==> src/rtl/updown_counter_if.sv <==
// Interface bundling the direction input and the count/status outputs of
// updown_counter. The master drives the direction and observes the count.
// The slave is the counter itself.
interface updown_counter_if #(
    parameter int WIDTH = 4
);
    logic             control;  // 0 = count up, 1 = count down
    logic [WIDTH-1:0] result;   // current registered count
    logic             wrap;     // one-cycle pulse after a wrap-around
    logic             dir;      // direction actually applied to the counter

    modport master (
        output control,
        input  result,
        input  wrap,
        input  dir
    );

    modport slave (
        input  control,
        output result,
        output wrap,
        output dir
    );
endinterface

==> src/rtl/updown_counter.sv <==
// Free-running up/down counter. It wraps modulo 2^WIDTH and steps on every
// non-reset clock edge. Optional flop stages on the direction input allow an
// asynchronous control source. Reset is synchronous and active-high, and it
// clears the count, the wrap pulse and every synchronizer stage.
module updown_counter #(
    parameter int          WIDTH       = 4,  // 2..32
    parameter int unsigned INIT        = 0,  // reset value, < 2^WIDTH
    parameter int          SYNC_STAGES = 0   // 0..3 flop stages on control
) (
    input  logic               clk,
    input  logic               rst,
    updown_counter_if.slave    bus
);

    localparam logic [WIDTH-1:0] INIT_VAL = WIDTH'(INIT);
    localparam logic [WIDTH-1:0] MAX_VAL  = '1;
    localparam logic [WIDTH-1:0] ONE      = WIDTH'(1);

    logic             dir_eff;
    logic [WIDTH-1:0] count_q;
    logic             wrap_q;

    if (SYNC_STAGES == 0) begin : g_no_sync
        // The integrator guarantees setup and hold, so control is used directly.
        assign dir_eff = bus.control;
    end else begin : g_sync
        logic [SYNC_STAGES-1:0] sync_q;

        // Shift control through the synchronizer chain. The oldest stage drives the counter.
        always_ff @(posedge clk) begin
            // NOTE: use non-blocking assignments for flops so that every stage samples the pre-edge value of the previous stage.
            if (rst) begin
                sync_q <= '0;
            end else begin
                sync_q[0] <= bus.control;
                for (int i = 1; i < SYNC_STAGES; i++) begin
                    sync_q[i] <= sync_q[i-1];
                end
            end
        end

        assign dir_eff = sync_q[SYNC_STAGES-1];
    end

    // Step the count in the effective direction. Flag wrap from the pre-update value.
    always_ff @(posedge clk) begin
        if (rst) begin
            count_q <= INIT_VAL;
            wrap_q  <= 1'b0;
        end else if (dir_eff) begin
            count_q <= count_q - ONE;
            wrap_q  <= (count_q == '0);
        end else begin
            count_q <= count_q + ONE;
            wrap_q  <= (count_q == MAX_VAL);
        end
    end

    assign bus.result = count_q;
    assign bus.wrap   = wrap_q;
    assign bus.dir    = dir_eff;

endmodule

==> src/flat_wrapper.sv <==
// flat-port wrapper written by rule: the top's interface ports become plain ports
module updown_counter_flat 
#(
    parameter int          WIDTH       = 4,          
    parameter int unsigned INIT        = 0,                           
    parameter int          SYNC_STAGES = 0                                 
)
  (clk, rst, bus_control, bus_result, bus_wrap, bus_dir);
  updown_counter_if #(.WIDTH(WIDTH)) bus_i ();
  input  logic clk;
  input  logic rst;
  input wire logic [$bits(bus_i.control)-1:0] bus_control;
  output wire logic [$bits(bus_i.result)-1:0] bus_result;
  output wire logic [$bits(bus_i.wrap)-1:0] bus_wrap;
  output wire logic [$bits(bus_i.dir)-1:0] bus_dir;
  assign bus_i.control = bus_control;
  assign bus_result = bus_i.result;
  assign bus_wrap = bus_i.wrap;
  assign bus_dir = bus_i.dir;
  updown_counter #(.WIDTH(WIDTH), .INIT(INIT), .SYNC_STAGES(SYNC_STAGES)) u_core (.clk(clk), .rst(rst), .bus(bus_i));
endmodule
==> config.mk <==
export PLATFORM = sky130hd
export DESIGN_NAME = updown_counter_flat
export DESIGN_NICKNAME = d
export VERILOG_FILES = /design/src/rtl/updown_counter_if.sv /design/src/rtl/updown_counter.sv /design/src/flat_wrapper.sv
export SDC_FILE = /design/constraint.sdc
export NUM_CORES = 1
export LEC_CHECK = 0
export ABC_AREA = 1
export CAP_MARGIN = 20
export CORE_AREA = 8 8 45 47
export CTS_CLUSTER_DIAMETER = 60
export DETAILED_ROUTE_END_ITERATION = 16
export DIE_AREA = 0 0 53 55
export HOLD_SLACK_MARGIN = 0.03
export PLACE_DENSITY = 0.53
export SYNTH_ARGS = -nofsm -noshare
export SYNTH_HDL_FRONTEND = slang
export SYNTH_SLANG_ARGS = --single-unit
export TNS_END_PERCENT = 50
==> constraint.sdc <==
create_clock -name clk -period 2.25 [get_ports clk]
set_clock_uncertainty 0.15 [all_clocks]
set_input_delay 0.3375 -clock clk [delete_from_list [all_inputs] [get_ports clk]]
set_output_delay 0.3375 -clock clk [all_outputs]
set_load 0.05 [all_outputs]
==> results_dict.tcl, run 1 <==
set metrics [dict create \
    grt_pass1_vias 233 \
    die_h_um 55 \
    area_delta_synth_final_pct 47.5 \
    fmax_ghz 0.516 \
    clk_pin_slew_ns 0.04 \
    routed_wl_um 573 \
    status "completed" \
    die-area_sq_um 2920 \
    regToRegEndpoint "u_core.bus.result[2]$_SDFF_PP0_" \
    stdcell_area_sq_um 400 \
    clock_path_buffers 2 \
    viasPerCell 3.92 \
    ctsResizeCount 0 \
    crit_type "flop to output pin" \
    vias 243 \
    yosysUniqueCellTypes 13 \
    setup_viol 0 \
    crit_cells 1 \
    synth-xor-area-share 0.0323 \
    hold_class "flop to flop" \
    netlist_area_sq_um 272 \
    worstPathCellList "clkdlybuf4s50_1" \
    r2r_cells 4 \
    insertion_delay_ns 0.24 \
    reg2reg_slack_ns 0.85 \
    startpoint "u_core.bus.result[0]$_SDFF_PP0_" \
    ios 9 \
    gr-usage-all-layers 0.0476 \
    tightest_slew_ns 0.505 \
    numCtsBuffers 3 \
    hold_viol 0 \
    hp-start "u_core.bus.result[0]$_SDFF_PP0_" \
    synth_seq_cells 5 \
    placed_cell_area_sq_um 374 \
    post_cts_buffers 0 \
    crit_fanout 5 \
    core_sq_um 1380 \
    nNetsFinal 53 \
    postCtsHoldBufs 0 \
    route.detailed.drc 0 \
    r2r-start "u_core.bus.result[0]$_SDFF_PP0_" \
    cts-root-buf "clkbuf_4" \
    synth_warnings 0 \
    cts_tree "yes" \
    num_rows 14 \
    wl_per_cell_um 9.24 \
    pre_cts_slack_ns 0.254 \
    start_util 0.196 \
    netlist_instances 35 \
    fin_tns_setup_ns 0 \
    die_x_um 53 \
    syn_nets 41 \
    clkSinkCount 5 \
    synth-compound-area-share 0.0369 \
    synth_adder_area_share 0.166 \
    grt.overflow.total 0 \
    grt_pass1_wl_um 931 \
    place.gp.congestion 0.659 \
    rsz0062_at_grt "false" \
    dpl.hpwl_um 490 \
    final_antenna_net_count 0 \
    synth_top_family_by_area "simple AND/OR/NAND/NOR gates" \
    peakVddDrop_mv 0.305 \
    cp_slowest_cell "clkdlybuf4s50_1" \
    antenna_found_initial 0 \
    crit_required_ns 1.76 \
    worstSetupEndpointType "output pin" \
    seq_area_frac_synth 0.369 \
    fin_crit_sh 0.861 \
    critPathBufInv 1 \
    cap_violations 0 \
    htreeDepth 1 \
    worst_setup_path_start_kind "flop" \
    first_pass_iters 1 \
    numPortBuffers 8 \
    antennaDiodeCount 0 \
    cp_top_family "buffers and inverters" \
    grt_max_degree 7 \
    critical-path-max-stage-delay_ns 0.83 \
    slew_headroom 0.662 \
    leakagePower_nw 0.179 \
    dr.first_iter.drc_count 0 \
    finalMaxSlewViolations 0 \
    finalPower_mw 0.376 \
    synthMuxAreaShare 0 \
    min_period_ns 1.94 \
    p_per_area_nw_per_um2 940 \
    synth-simple-area-share 0.300 \
    crit_arrival_ns 1.45 \
    avgSynthCellArea_sq_um 7.76 \
    layout_setup_ws_ns 0.313 \
    cp-endpoint "bus_result[0]" \
    drive_gt1_frac 0.152 \
]
-- synth_stat cells --
library cell | n | area [sq um]
a21oi_1 | 2 | 10.0
or2_4 | 1 | 8.76
nand3_2 | 1 | 10.0
ha_1 | 2 | 25.0
nand4_1 | 1 | 6.26
dfxtp_1 | 5 | 100
fa_1 | 1 | 20.0
nand2_1 | 8 | 30.0
nor2_1 | 7 | 26.3
inv_2 | 1 | 3.75
inv_1 | 4 | 15.0
buf_4 | 1 | 7.51
xor2_1 | 1 | 8.76
-- registers in the layout (all words and copies together), names as in the netlist --
name,cells
u_core.bus.wrap,1
u_core.bus.result,4
-- routing by layer --
layer	part of all wire	up-vias	GRT usage
met3	0.096	4	0.0348
met1	0.40	102	0.0412
met5	0	-	0
li1	-	130	-
met4	0.035	0	0.0517
met2	0.46	7	0.0684
-- through the flow --
stage | instances | util | hold WS (ns)
after detailed placement | 58 | 0.270 | 0.322
final | 62 | 0.289 | 0.329
after global routing | 62 | 0.289 | 0.379
after CTS | 62 | 0.289 | 0.343
after global placement | 58 | 0.270 | 0.314
after floorplan | 35 | - | 0.254
-- report_power, final --
| part | leakage (nW) | switching [mW] | internal [mW] |
|---|---|---|---|
| clock network | 0.0150 | 0.0345 | 0.0669 |
| logic | 0.123 | 0.0981 | 0.0605 |
| registers | 0.0415 | 0.0130 | 0.103 |
-- placed cells by master (no fill, tap or decap), drive strengths merged, types with 2 or more instances in the layout --
cell,Yosys,layout
a21oi,2,2
clkbuf,0,4
clkdlybuf4s50,0,7
dfxtp,5,5
ha,2,2
inv,5,5
nand2,8,8
nor2,7,7
-- worst min-delay path by stage --
stage | endpoint | slack (ns) | depth (start not counted)
after floorplan | u_core.bus.result[0]$_SDFF_PP0_ | 0.25 | 1
after global placement | u_core.bus.result[0]$_SDFF_PP0_ | 0.31 | 1
after detailed placement | u_core.bus.result[0]$_SDFF_PP0_ | 0.32 | 1
after CTS | u_core.bus.result[0]$_SDFF_PP0_ | 0.34 | 1
after global routing | u_core.bus.result[0]$_SDFF_PP0_ | 0.38 | 1
final | u_core.bus.result[0]$_SDFF_PP0_ | 0.33 | 1
-- cell type report --
class	instances	area, sq um
multi-input cells	24	145
fillers	163	983
clock buffers	4	26.3
flip-flops and latches	5	100
well taps	16	20.0
repair buffers	8	90.1
inverters	5	18.8
-- logic make-up after synthesis --
group,count (synthesis)
and+or+nand+nor,18
DFF,5
buffers and inverters,6
adders and majority gates,3
AOI/OAI and AO/OA,2
xor gates and xnor gates,1
No activity file was read; power rests on OpenSTA's default activity.
==> run 2, diff against run 1 <==
SKIP_LAST_GASP = 1   (was unset)
SLEW_MARGIN = 0   (was unset)
==> results of run 2 <==
Same layout as run 1: the final DEF is identical, and so are final timing and power.
